## src/rtl/fetch_inst_buf_if.sv

```systemverilog
// Fetch-to-decode instruction buffer bus: push side, pop side, flush and occupancy.
// Latency: n/a (signal bundle only).
// Backpressure: in_ready throttles fetch, out_ready throttles the buffer head.
interface fetch_inst_buf_if #(
  parameter int ADDR  = 32,
  parameter int INST  = 32,
  parameter int DEPTH = 8
);
  localparam int CNT = $clog2(DEPTH) + 1;

  logic            flush;
  logic            in_valid;
  logic            in_ready;
  logic [ADDR-1:0] in_pc;
  logic [INST-1:0] in_inst;
  logic            in_pred_taken;
  logic            out_valid;
  logic            out_ready;
  logic [ADDR-1:0] out_pc;
  logic [INST-1:0] out_inst;
  logic            out_pred_taken;
  logic [CNT-1:0]  count;

  // Driver side: fetch/decode/redirect logic (or a testbench)
  modport master (
    output flush, in_valid, in_pc, in_inst, in_pred_taken, out_ready,
    input  in_ready, out_valid, out_pc, out_inst, out_pred_taken, count
  );

  // Buffer side
  modport slave (
    input  flush, in_valid, in_pc, in_inst, in_pred_taken, out_ready,
    output in_ready, out_valid, out_pc, out_inst, out_pred_taken, count
  );
endinterface

```

## src/rtl/fetch_inst_buf.sv

```systemverilog
// Circular instruction FIFO decoupling fetch from decode; flush empties it in one cycle.
// Latency: 1 cycle push-to-out_valid (0 cycles when empty with INST_BUF_BYPASS_EN defined).
// Backpressure: in_ready = !full && !flush, no combinational path from out_ready; out_ready ignored when empty.
module fetch_inst_buf #(
  parameter int ADDR  = 32,
  parameter int INST  = 32,
  parameter int DEPTH = 8
) (
  input  logic              clk,
  input  logic              reset,
  fetch_inst_buf_if.slave   bus
);
  localparam int CNT = $clog2(DEPTH) + 1;
  localparam int PTR = $clog2(DEPTH);

  typedef struct packed {
    logic [ADDR-1:0] pc;
    logic [INST-1:0] inst;
    logic            pred_taken;
  } entry_t;

  entry_t         mem_q [DEPTH];
  logic [PTR-1:0] wr_ptr_q, wr_ptr_d;
  logic [PTR-1:0] rd_ptr_q, rd_ptr_d;
  logic [CNT-1:0] count_q, count_d;

  logic   full, empty, push, pop;
  entry_t in_ent, head, out_ent;

  // Status, handshake decode and head presentation
  always_comb begin
    full   = (count_q == CNT'(DEPTH));
    empty  = (count_q == '0);
    in_ent = '{pc: bus.in_pc, inst: bus.in_inst, pred_taken: bus.in_pred_taken};
    head   = mem_q[rd_ptr_q];

    bus.in_ready  = !full && !bus.flush;
    bus.out_valid = !empty;
    // Stale array contents are masked so the head reads zero while empty
    out_ent       = empty ? '0 : head;
    pop           = !empty && bus.out_ready && !bus.flush;
    push          = bus.in_valid && bus.in_ready;

`ifdef INST_BUF_BYPASS_EN
    // Empty buffer forwards fetch straight to decode; a consumed entry is never stored
    if (empty && !bus.flush) begin
      bus.out_valid = bus.in_valid;
      out_ent       = in_ent;
      push          = bus.in_valid && bus.in_ready && !bus.out_ready;
    end
`endif

    bus.out_pc         = out_ent.pc;
    bus.out_inst       = out_ent.inst;
    bus.out_pred_taken = out_ent.pred_taken;
    bus.count          = count_q;
  end

  // Pointer and occupancy next state; flush overrides any push/pop
  always_comb begin
    wr_ptr_d = wr_ptr_q;
    rd_ptr_d = rd_ptr_q;
    count_d  = count_q;
    if (bus.flush) begin
      wr_ptr_d = '0;
      rd_ptr_d = '0;
      count_d  = '0;
    end else begin
      if (push) wr_ptr_d = wr_ptr_q + PTR'(1);
      if (pop)  rd_ptr_d = rd_ptr_q + PTR'(1);
      if (push && !pop)      count_d = count_q + CNT'(1);
      else if (pop && !push) count_d = count_q - CNT'(1);
    end
  end

  // Control state registers
  always_ff @(posedge clk or posedge reset) begin
    if (reset) begin
      wr_ptr_q <= '0;
      rd_ptr_q <= '0;
      count_q  <= '0;
    end else begin
      wr_ptr_q <= wr_ptr_d;
      rd_ptr_q <= rd_ptr_d;
      count_q  <= count_d;
    end
  end

  // Entry storage, intentionally left unreset
  always_ff @(posedge clk) begin
    if (push) mem_q[wr_ptr_q] <= in_ent;
  end
endmodule

```

## src/flat_wrapper.sv

```systemverilog
// flat-port wrapper written by rule: the top's interface ports become plain ports
module fetch_inst_buf_flat 
#(
  parameter int ADDR  = 32,
  parameter int INST  = 32,
  parameter int DEPTH = 8
)
  (clk, reset, bus_flush, bus_in_valid, bus_in_pc, bus_in_inst, bus_in_pred_taken, bus_out_ready, bus_in_ready, bus_out_valid, bus_out_pc, bus_out_inst, bus_out_pred_taken, bus_count);
  fetch_inst_buf_if #(.ADDR(ADDR), .INST(INST), .DEPTH(DEPTH)) bus_i ();
  input  logic clk;
  input  logic reset;
  input wire logic [$bits(bus_i.flush)-1:0] bus_flush;
  input wire logic [$bits(bus_i.in_valid)-1:0] bus_in_valid;
  input wire logic [$bits(bus_i.in_pc)-1:0] bus_in_pc;
  input wire logic [$bits(bus_i.in_inst)-1:0] bus_in_inst;
  input wire logic [$bits(bus_i.in_pred_taken)-1:0] bus_in_pred_taken;
  input wire logic [$bits(bus_i.out_ready)-1:0] bus_out_ready;
  output wire logic [$bits(bus_i.in_ready)-1:0] bus_in_ready;
  output wire logic [$bits(bus_i.out_valid)-1:0] bus_out_valid;
  output wire logic [$bits(bus_i.out_pc)-1:0] bus_out_pc;
  output wire logic [$bits(bus_i.out_inst)-1:0] bus_out_inst;
  output wire logic [$bits(bus_i.out_pred_taken)-1:0] bus_out_pred_taken;
  output wire logic [$bits(bus_i.count)-1:0] bus_count;
  assign bus_i.flush = bus_flush;
  assign bus_i.in_valid = bus_in_valid;
  assign bus_i.in_pc = bus_in_pc;
  assign bus_i.in_inst = bus_in_inst;
  assign bus_i.in_pred_taken = bus_in_pred_taken;
  assign bus_i.out_ready = bus_out_ready;
  assign bus_in_ready = bus_i.in_ready;
  assign bus_out_valid = bus_i.out_valid;
  assign bus_out_pc = bus_i.out_pc;
  assign bus_out_inst = bus_i.out_inst;
  assign bus_out_pred_taken = bus_i.out_pred_taken;
  assign bus_count = bus_i.count;
  fetch_inst_buf #(.ADDR(ADDR), .INST(INST), .DEPTH(DEPTH)) u_core (.clk(clk), .reset(reset), .bus(bus_i));
endmodule
```

## config.mk

```make
export PLATFORM = sky130hd
export DESIGN_NAME = fetch_inst_buf_flat
export DESIGN_NICKNAME = d
export VERILOG_FILES = /design/src/rtl/fetch_inst_buf_if.sv /design/src/rtl/fetch_inst_buf.sv /design/src/flat_wrapper.sv
export SDC_FILE = /design/constraint.sdc
export NUM_CORES = 1
export LEC_CHECK = 0
export ABC_AREA = 1
export BUFFER_PORTS_ARGS = -buffer_cell sky130_fd_sc_hd__buf_4
export CORE_AREA = 10 10 217 219
export CTS_CLUSTER_SIZE = 20
export DETAILED_ROUTE_END_ITERATION = 6
export DIE_AREA = 0 0 227 229
export PLACE_DENSITY_LB_ADDON = 0.05
export SYNTH_ARGS = -nofsm -noshare
export SYNTH_HDL_FRONTEND = slang
export SYNTH_SLANG_ARGS = --single-unit
export TNS_END_PERCENT = 30
```

## constraint.sdc

```tcl
create_clock -name clk -period 4 [get_ports clk]
set_clock_uncertainty 0.15 [all_clocks]
set_input_delay 0.6 -clock clk [delete_from_list [all_inputs] [get_ports clk]]
set_output_delay 0.6 -clock clk [all_outputs]
set_load 0.01 [all_outputs]
```

# After elaboration in Yosys (flattened, before gate mapping)
# Memory sizes are Yosys's and may differ from the RTL's.
# Index checks and enable logic that the tools add are counted.
# op_classes
n_addsub,4
order_cmp,0
div_mod_pow,0
mul,0
n_mux,10
bitwise,0
n_eq_ne,1
n_reduce_logical,15
n_shift,0
# ops
cell,count
65-bit two-way mux,1
3-bit two-way mux,4
4-bit two-way mux,3
"3-bit by 1-bit adder with 3-bit output, second input constant",2
1-bit logical AND,6
1-bit logical NOT,5
"4-bit by 1-bit adder with 4-bit output, second input constant",1
"4-bit == test, second input constant",1
4-bit logical NOT,1
2-bit nonzero test,2
"4-bit by 1-bit subtractor with 4-bit output, second input constant",1
3-bit nonzero test,1
1-bit two-way mux,2
# totals
reg_bits,10
mem_bits_ro,0
latchBits,0
ram_bits,520
mem_count,1
output_inout_bits,71
# memory_table
name,words,width,rd,rd_clocked_by_memory_dff,wr,line,rtl
u_core.mem_q,8,65,1,0,1,fetch_inst_buf.sv:22,entry_t mem_q [DEPTH];

# Depth between registers and ports, before layout
# Gate-level depths: netlist of run 1.
# logic_depth
depth_word,9
mapped_depth,14
ltp_nobuf,14

# Worst setup path after synthesis of run 1
# OpenSTA, ideal clock, no wires.
# synth_timing
path_kind,input -> register
start,input port bus_flush
end,"memory u_core.mem_q[0][0] (netlist bit), enable pin"
arrival_time_ps,3782
setup_time_ps,488
stages,5
setup_slack_ps,-420
required_time_ps,3362
n_path_buf,0
cell_sequence,inv_1 > nand3_1 > inv_1 > nand2_1 > nor2_1
# synth_via
elab_chain_cells,5
# synth_rtl
item,line,rtl
start: declaration,flat_wrapper.sv:12,input wire logic [$bits(bus_i.flush)-1:0] bus_flush;
1-bit logical NOT,fetch_inst_buf.sv:37,bus.in_ready = !full && !bus.flush;
1-bit logical AND,fetch_inst_buf.sv:37,
1-bit logical AND,fetch_inst_buf.sv:42,push = bus.in_valid && bus.in_ready;
1-bit two-way mux,fetch_inst_buf.sv:91,if (push) mem_q[wr_ptr_q] <= in_ent;
1-bit two-way mux (not written as such),fetch_inst_buf.sv:91,
end: declaration,fetch_inst_buf.sv:22,
# Every way passes these cells.

# Worst setup path in the final report of run 1
# layout_timing
start,register u_core.rd_ptr_q[1]
end,output port bus_out_pc[19]
# layout_via
elab_chain_cells,2
# layout_rtl
item,line,rtl
start: declaration,fetch_inst_buf.sv:24,"logic [PTR-1:0] rd_ptr_q, rd_ptr_d;"
start signal: assignment,fetch_inst_buf.sv:84,rd_ptr_q <= rd_ptr_d;
memory read 8 x 65 bit,--,
65-bit two-way mux,fetch_inst_buf.sv:40,out_ent = empty ? '0 : head;
end: declaration,flat_wrapper.sv:20,output wire logic [$bits(bus_i.out_pc)-1:0] bus_out_pc;
# Every way passes these cells.

==> results.txt, run 1 <==
status: completed
drt total wl: 50100 um
max cap viols: 0
Total Neg Setup Slack: 0 ns
Port Buffers: 140
Req. time, crit path: 3.25 ns
number of routed nets with antenna violations: 0
count leader, synth: nor2_1
pwr/cell area: 624 mW/mm^2
core area: 0.0427 mm^2
grt total ovfl: 0
final setup fails: 0
P_leak: 8.40 nW
top cell type's share of synthesized area: 74.2%
critical path type: flop to output port
Clk Latency, worst-skew pair: 0.59 ns
CTS Buffer Depth: 3
area delta synth->final: 16.5%
EDFF count, synth: 520
synthesized area: 0.0210 mm^2
IO Count: 141
Synth warnings: 0
routed length per instance: 20.8 um
CTS buffer count: 55
Post-Syn Nets: 1768
CP Launch Type: flop
Peak supply drop: 0.385 mV
die footprint: 0.0520 mm^2
DIE WIDTH: 227 um
CP endpoint kind: output port
Final HPWL DP: 25300 um
type of the most critical hold path: primary input to flop
Initial DRT Pass Iterations: 5
Layout fillers: 3394
min Tclk post-route: 3.56 ns
largest net degree at the start of global routing: 132
Root Buffer Master: clkbuf_16
sequential cell area: 0.0159 mm^2
clock-pin slew on the worst setup and hold paths: 0.06 ns
Initial Util: 49.3%
vias in the first global route: 12900
crit path DAT: 2.81 ns
layout cell share with drive strength beyond 1: 13.9%
sequential share of the synthesized area: 75.4%
first-pass GRT wire length: 76700 um
DR vias: 13200
Die H: 229 um
Syn Area/Cell: 12.4 um^2
Synth area leader: edfxtp_1
Residual DRC: 0
Via density: 5.48
distinct cell type count after synthesis: 23
All-Layer GR Usage: 19.1%
post-CTS resize count: 0
ys async rst share: 1.89%
Main synth FF type: edfxtp_1
area of the multi-input gates: 0.00463 mm^2
clock tree sinks: 530
Max-slew headroom: 27.7%
Pins Over Slew Limit: 0
critical path peak fanout: 74
nets: 1891
CTS tree: done
final hold violations: 0
period utilization: 89.1%
H-tree depth: 2
number of antenna violations at the first check in global routing: 5
FP Rows: 76
maximum clock rate: 281 MHz
Initial DRC Count: 1118
cells after synthesis: 1693
Seq cells post-synth: 530
Commonest cells post-synth: nor2_1, edfxtp_1, o21ai_0
final core occ: 57.4%
placer congestion estimate: 0.750
actual slew at the worst max-slew pin: 1.09 ns
overall power: 15.3 mW
top cells by area, synth: edfxtp_1, nor2_1, o21ai_0
unrepaired setup endpoints after global routing: no
==> power breakdown <==
| group | internal, mW | total, mW | switching (mW) |
|---|---|---|---|
| clock network | 2.88 | 4.94 | 2.06 |
| logic | 1.44 | 3.93 | 2.49 |
| registers | 6.30 | 6.43 | 0.121 |
| total | 10.6 | 15.3 | 4.66 |
==> worst max-delay path, stage by stage, from the launching register on <==
cell     delay, ns
dfrtp_4       0.97
buf_12        0.32
buf_4         0.23
o21ai_0       0.09
o21ai_0       0.19
nor2_1        0.07
nor2_1        0.16
buf_4         0.14
==> placed cells by master (no fill, tap or decap), types with 2 or more instances in the layout <==
cell type    n
nand3_1      5
inv_1       12
clkinv_1    12
edfxtp_1   520
clkbuf_16   57
buf_12      18
a21oi_1      5
o21ai_1    119
diode_2      2
nor2_1     524
nor2_4       8
buf_4      154
dfrtp_1      7
ha_1         4
bufinv_16    4
nand2_1     29
clkinv_2     8
o21ai_0    342
dfrtp_4      2
clkbuf_1    18
==> registers in the layout, summed over array words and instances (netlist names) <==
signal,flops
u_core.rd_ptr_q,3
u_core.mem_q,520
u_core.wr_ptr_q,3
u_core.bus.count,4
==> metrics by stage <==
step                hold WS, ns  setup WS (ns)  cells  cell area [um^2]
floorplan                 0.290         -0.420   1693             21000
global placement          0.425           1.10   2304             22800
detailed placement        0.432           1.07   2304             22800
CTS                      0.0343          0.410   2407             24500
global route             0.0543          0.222   2409             24500
finish                   0.0695          0.437   2409             24500
==> kinds of logic after synthesis <==
group	count (synthesis)	synth area share (%)
compound gates	468	11.1
xor+xnor	2	0.0832
fa+ha+maj	5	0.333
buf+inv	121	2.92
flops	530	75.4
simple gates	567	10.1
==> metal layers <==
metal	wire (um)	GRT usage, %	vias up
li1	-	-	6287
met1	22300	25.2	6523
met2	24200	31.5	302
met3	2650	4.14	78
met4	987	4.94	6
met5	30	0	-
==> area by class of cell <==
cell class / instances / share of cell area [%]
repair buffers: 173 / 6.23
flip-flops and latches: 530 / 64.7
clock buffers: 76 / 6.15
inverters: 14 / 0.235
well taps: 546 / 2.79
multi-input cells: 1042 / 18.9
clock inverters: 26 / 0.949
diodes: 2 / 0.0204
==> worst paths after layout <==
kind,cells after the start,from,slack (ns),end
max in group asynchronous,3,reset,2.95,u_core.rd_ptr_q[0]$_DFFE_PP0P_
min in group asynchronous,3,reset,0.42,u_core.bus.count[1]$_DFFE_PP0P_
min,1,bus_in_pc[26],0.07,u_core.mem_q[3][59]$_DFFE_PP_
max,7,u_core.rd_ptr_q[1]$_DFFE_PP0P_,0.44,bus_out_pc[19]
min reg2reg,1,u_core.bus.count[0]$_DFFE_PP0P_,0.44,u_core.bus.count[0]$_DFFE_PP0P_
max reg2reg,8,u_core.bus.count[3]$_DFFE_PP0P_,1.46,u_core.mem_q[0][36]$_DFFE_PP_
==> repair_timing <==
| item | CTS | global route |
|---|---|---|
| hold buffers | 1 | 0 |
| hold endpoints to repair | 10 | 0 |
| setup buffers | 0 | 0 |
(Power assumes the default switching activity.)
==> run 2: changes to the inputs <==
CORE_AREA = 10 10 248 191   (was 10 10 217 219)
DIE_AREA = 0 0 258 201   (was 0 0 227 229)
==> results.txt, run 2 (synthesis results as in run 1) <==
Root Buffer Master: clkbuf_16 (unchanged)
P_leak: 8.28 nW (was 8.40 nW)
die footprint: 0.0519 mm^2 (was 0.0520 mm^2)
post-CTS resize count: 0 (unchanged)
H-tree depth: 2 (unchanged)
Sw Pwr: 4.60 mW (was 4.66 mW)
Peak supply drop: 0.387 mV (was 0.385 mV)
Switching Fraction: 30.9% (was 30.5%)
Req. time, crit path: 3.25 ns (about the same)
largest net degree at the start of global routing: 139 (was 132)
crit path DAT: 2.66 ns (was 2.81 ns)
max reg flops: 520 (unchanged)
nets: 1882 (was 1891)
unrepaired setup endpoints after global routing: no (unchanged)
Pins Over Slew Limit: 0 (unchanged)
core area: 0.0427 mm^2 (about the same)
final hold violations: 0 (unchanged)
Max-slew headroom: 30.0% (was 27.7%)
CTS buffer count: 51 (was 55)
number of antenna violations at the first check in global routing: 2 (was 5)
placed insts: 2331 (was 2304)
CP Launch Type: flop (unchanged)
most used routing layer: met2 (unchanged)
period utilization: 85.1% (was 89.1%)
Residual DRC: 0 (unchanged)
All-Layer GR Usage: 18.8% (was 19.1%)
Port Buffers: 140 (unchanged)
share of power burned in the clock network: 30.6% (was 32.3%)
routing usage on met3: 3.10% (was 4.14%)
DR vias: 13000 (was 13200)
final setup fails: 0 (unchanged)
most common cell after layout, fill and taps aside: nor2_1 (unchanged)
Die H: 201 um (was 229 um)
# Post-CTS Setup Buffers: 0 (unchanged)
Pint: 10.3 mW (was 10.6 mW)
number of routed nets with antenna violations: 0 (unchanged)
commonest non-fill, non-tap cells in the layout: nor2_1, edfxtp_1, o21ai_0 (unchanged)
Initial Util: 49.3% (about the same)
min Tclk post-route: 3.41 ns (was 3.56 ns)
Clk Latency, worst-skew pair: 0.56 ns (was 0.59 ns)
actual slew at the worst max-slew pin: 1.05 ns (was 1.09 ns)
routed length per instance: 20.5 um (was 20.8 um)
critical path peak fanout: 61 (was 74)
grt total ovfl: 0 (unchanged)
clock-pin slew on the worst setup and hold paths: 0.06 ns (about the same)
status: completed (unchanged)
Biggest register: u_core.mem_q (unchanged)
met1 Use GR: 26.4% (was 25.2%)
dpl ws: 1.22 ns (was 1.07 ns)
vias in the first global route: 12800 (was 12900)
Initial DRT Pass Iterations: 5 (unchanged)
Comb pwr share: 26.6% (was 25.7%)
Worst Slack Setup Final: 0.595 ns (was 0.437 ns)
Post-Layout Cell Count: 2425 (was 2409)
Initial DRC Count: 1355 (was 1118)
maximum clock rate: 294 MHz (was 281 MHz)
drt total wl: 49800 um (was 50100 um)
critical path type: flop to output port (unchanged)
Final HPWL DP: 24700 um (was 25300 um)
CTS tree: done (unchanged)
IO Count: 141 (unchanged)
Total Neg Setup Slack: 0 ns (unchanged)
CTS Buffer Depth: 3 (unchanged)
CP endpoint kind: output port (unchanged)
FP Rows: 66 (was 76)
overall power: 14.9 mW (was 15.3 mW)
clock tree sinks: 530 (unchanged)
area delta synth->final: 15.5% (was 16.5%)
Via density: 5.36 (was 5.48)
pwr/cell area: 614 mW/mm^2 (was 624 mW/mm^2)
type of the most critical hold path: primary input to flop (unchanged)
layout cell share with drive strength beyond 1: 13.4% (was 13.9%)
met2 global-route usage: 30.5% (was 31.5%)
Seq pwr share: 42.7% (was 42.0%)
max cap viols: 0 (unchanged)
Hold WS: 0.0814 ns (was 0.0695 ns)
DIE WIDTH: 258 um (was 227 um)
hold_buf cts: 1 (unchanged)
placer congestion estimate: 0.729 (was 0.750)
first-pass GRT wire length: 77200 um (was 76700 um)
## run 2: changes by cell type in the layout (fill, tap and decap cells not counted), moves of 2 or more
cell | before | now
clkbuf_1 | 18 | 10
clkbuf_16 | 57 | 51
clkinv_1 | 12 | 16
buf_4 | 154 | 151
buf_12 | 18 | 16
## run 2: worst max-delay path, cell delays in order, from the launching register on
cell     delay, ns
dfrtp_4       0.53
inv_6         0.35
buf_12        0.33
nor2_1        0.07
o21ai_0       0.17
o21ai_0       0.09
nor2_1        0.31
buf_4         0.20
## run 2: metal layers
layer  vias up  share of wire, %
li1       6265                 -
met4         2               1.2
met2       269                48
met5         -             0.024
met3        53               4.6
met1      6419                47
## run 2: power groups by stage
stage / registers [mW] / clock network (mW) / logic, mW
finish: 6.37 / 4.57 / 3.97
global route: 6.39 / 4.90 / 4.50
CTS: 6.37 / 4.68 / 4.06
detailed placement: 6.49 / 0 / 4.04
global placement: 6.49 / 0 / 4.02
floorplan: 6.49 / 0 / 2.40
## run 2: area by class of cell
cell class | count | area [um^2]
Antenna cell | 1 | 2.50
Clock buffer | 61 | 1310
Clock inverter | 31 | 244
Fill cell | 3563 | 18400
Inverter | 14 | 57.6
Multi-Input combinational cell | 1042 | 4630
Sequential cell | 530 | 15900
Tap cell | 578 | 723
Timing Repair Buffer | 168 | 1460
## run 2: final timing paths
kind | from | to | slack [ns] | depth (start not counted)
worst max-delay path | u_core.rd_ptr_q[0]$_DFFE_PP0P_ | bus_out_pred_taken | 0.59 | 7
worst min-delay path | bus_flush | u_core.rd_ptr_q[1]$_DFFE_PP0P_ | 0.08 | 2
worst max register to register | u_core.bus.count[0]$_DFFE_PP0P_ | u_core.bus.count[3]$_DFFE_PP0P_ | 1.29 | 13
worst min register to register | u_core.bus.count[2]$_DFFE_PP0P_ | u_core.bus.count[2]$_DFFE_PP0P_ | 0.43 | 2
max in group asynchronous | reset | u_core.rd_ptr_q[1]$_DFFE_PP0P_ | 2.91 | 3
min in group asynchronous | reset | u_core.rd_ptr_q[0]$_DFFE_PP0P_ | 0.44 | 3
## run 2: metrics by stage
stage	util [%]	area, um^2
6_report	56.9	24300
3_3_place_gp	53.3	22700
2_1_floorplan	-	21000
4_1_cts	56.9	24300
5_1_grt	56.9	24300
3_5_place_dp	53.3	22700
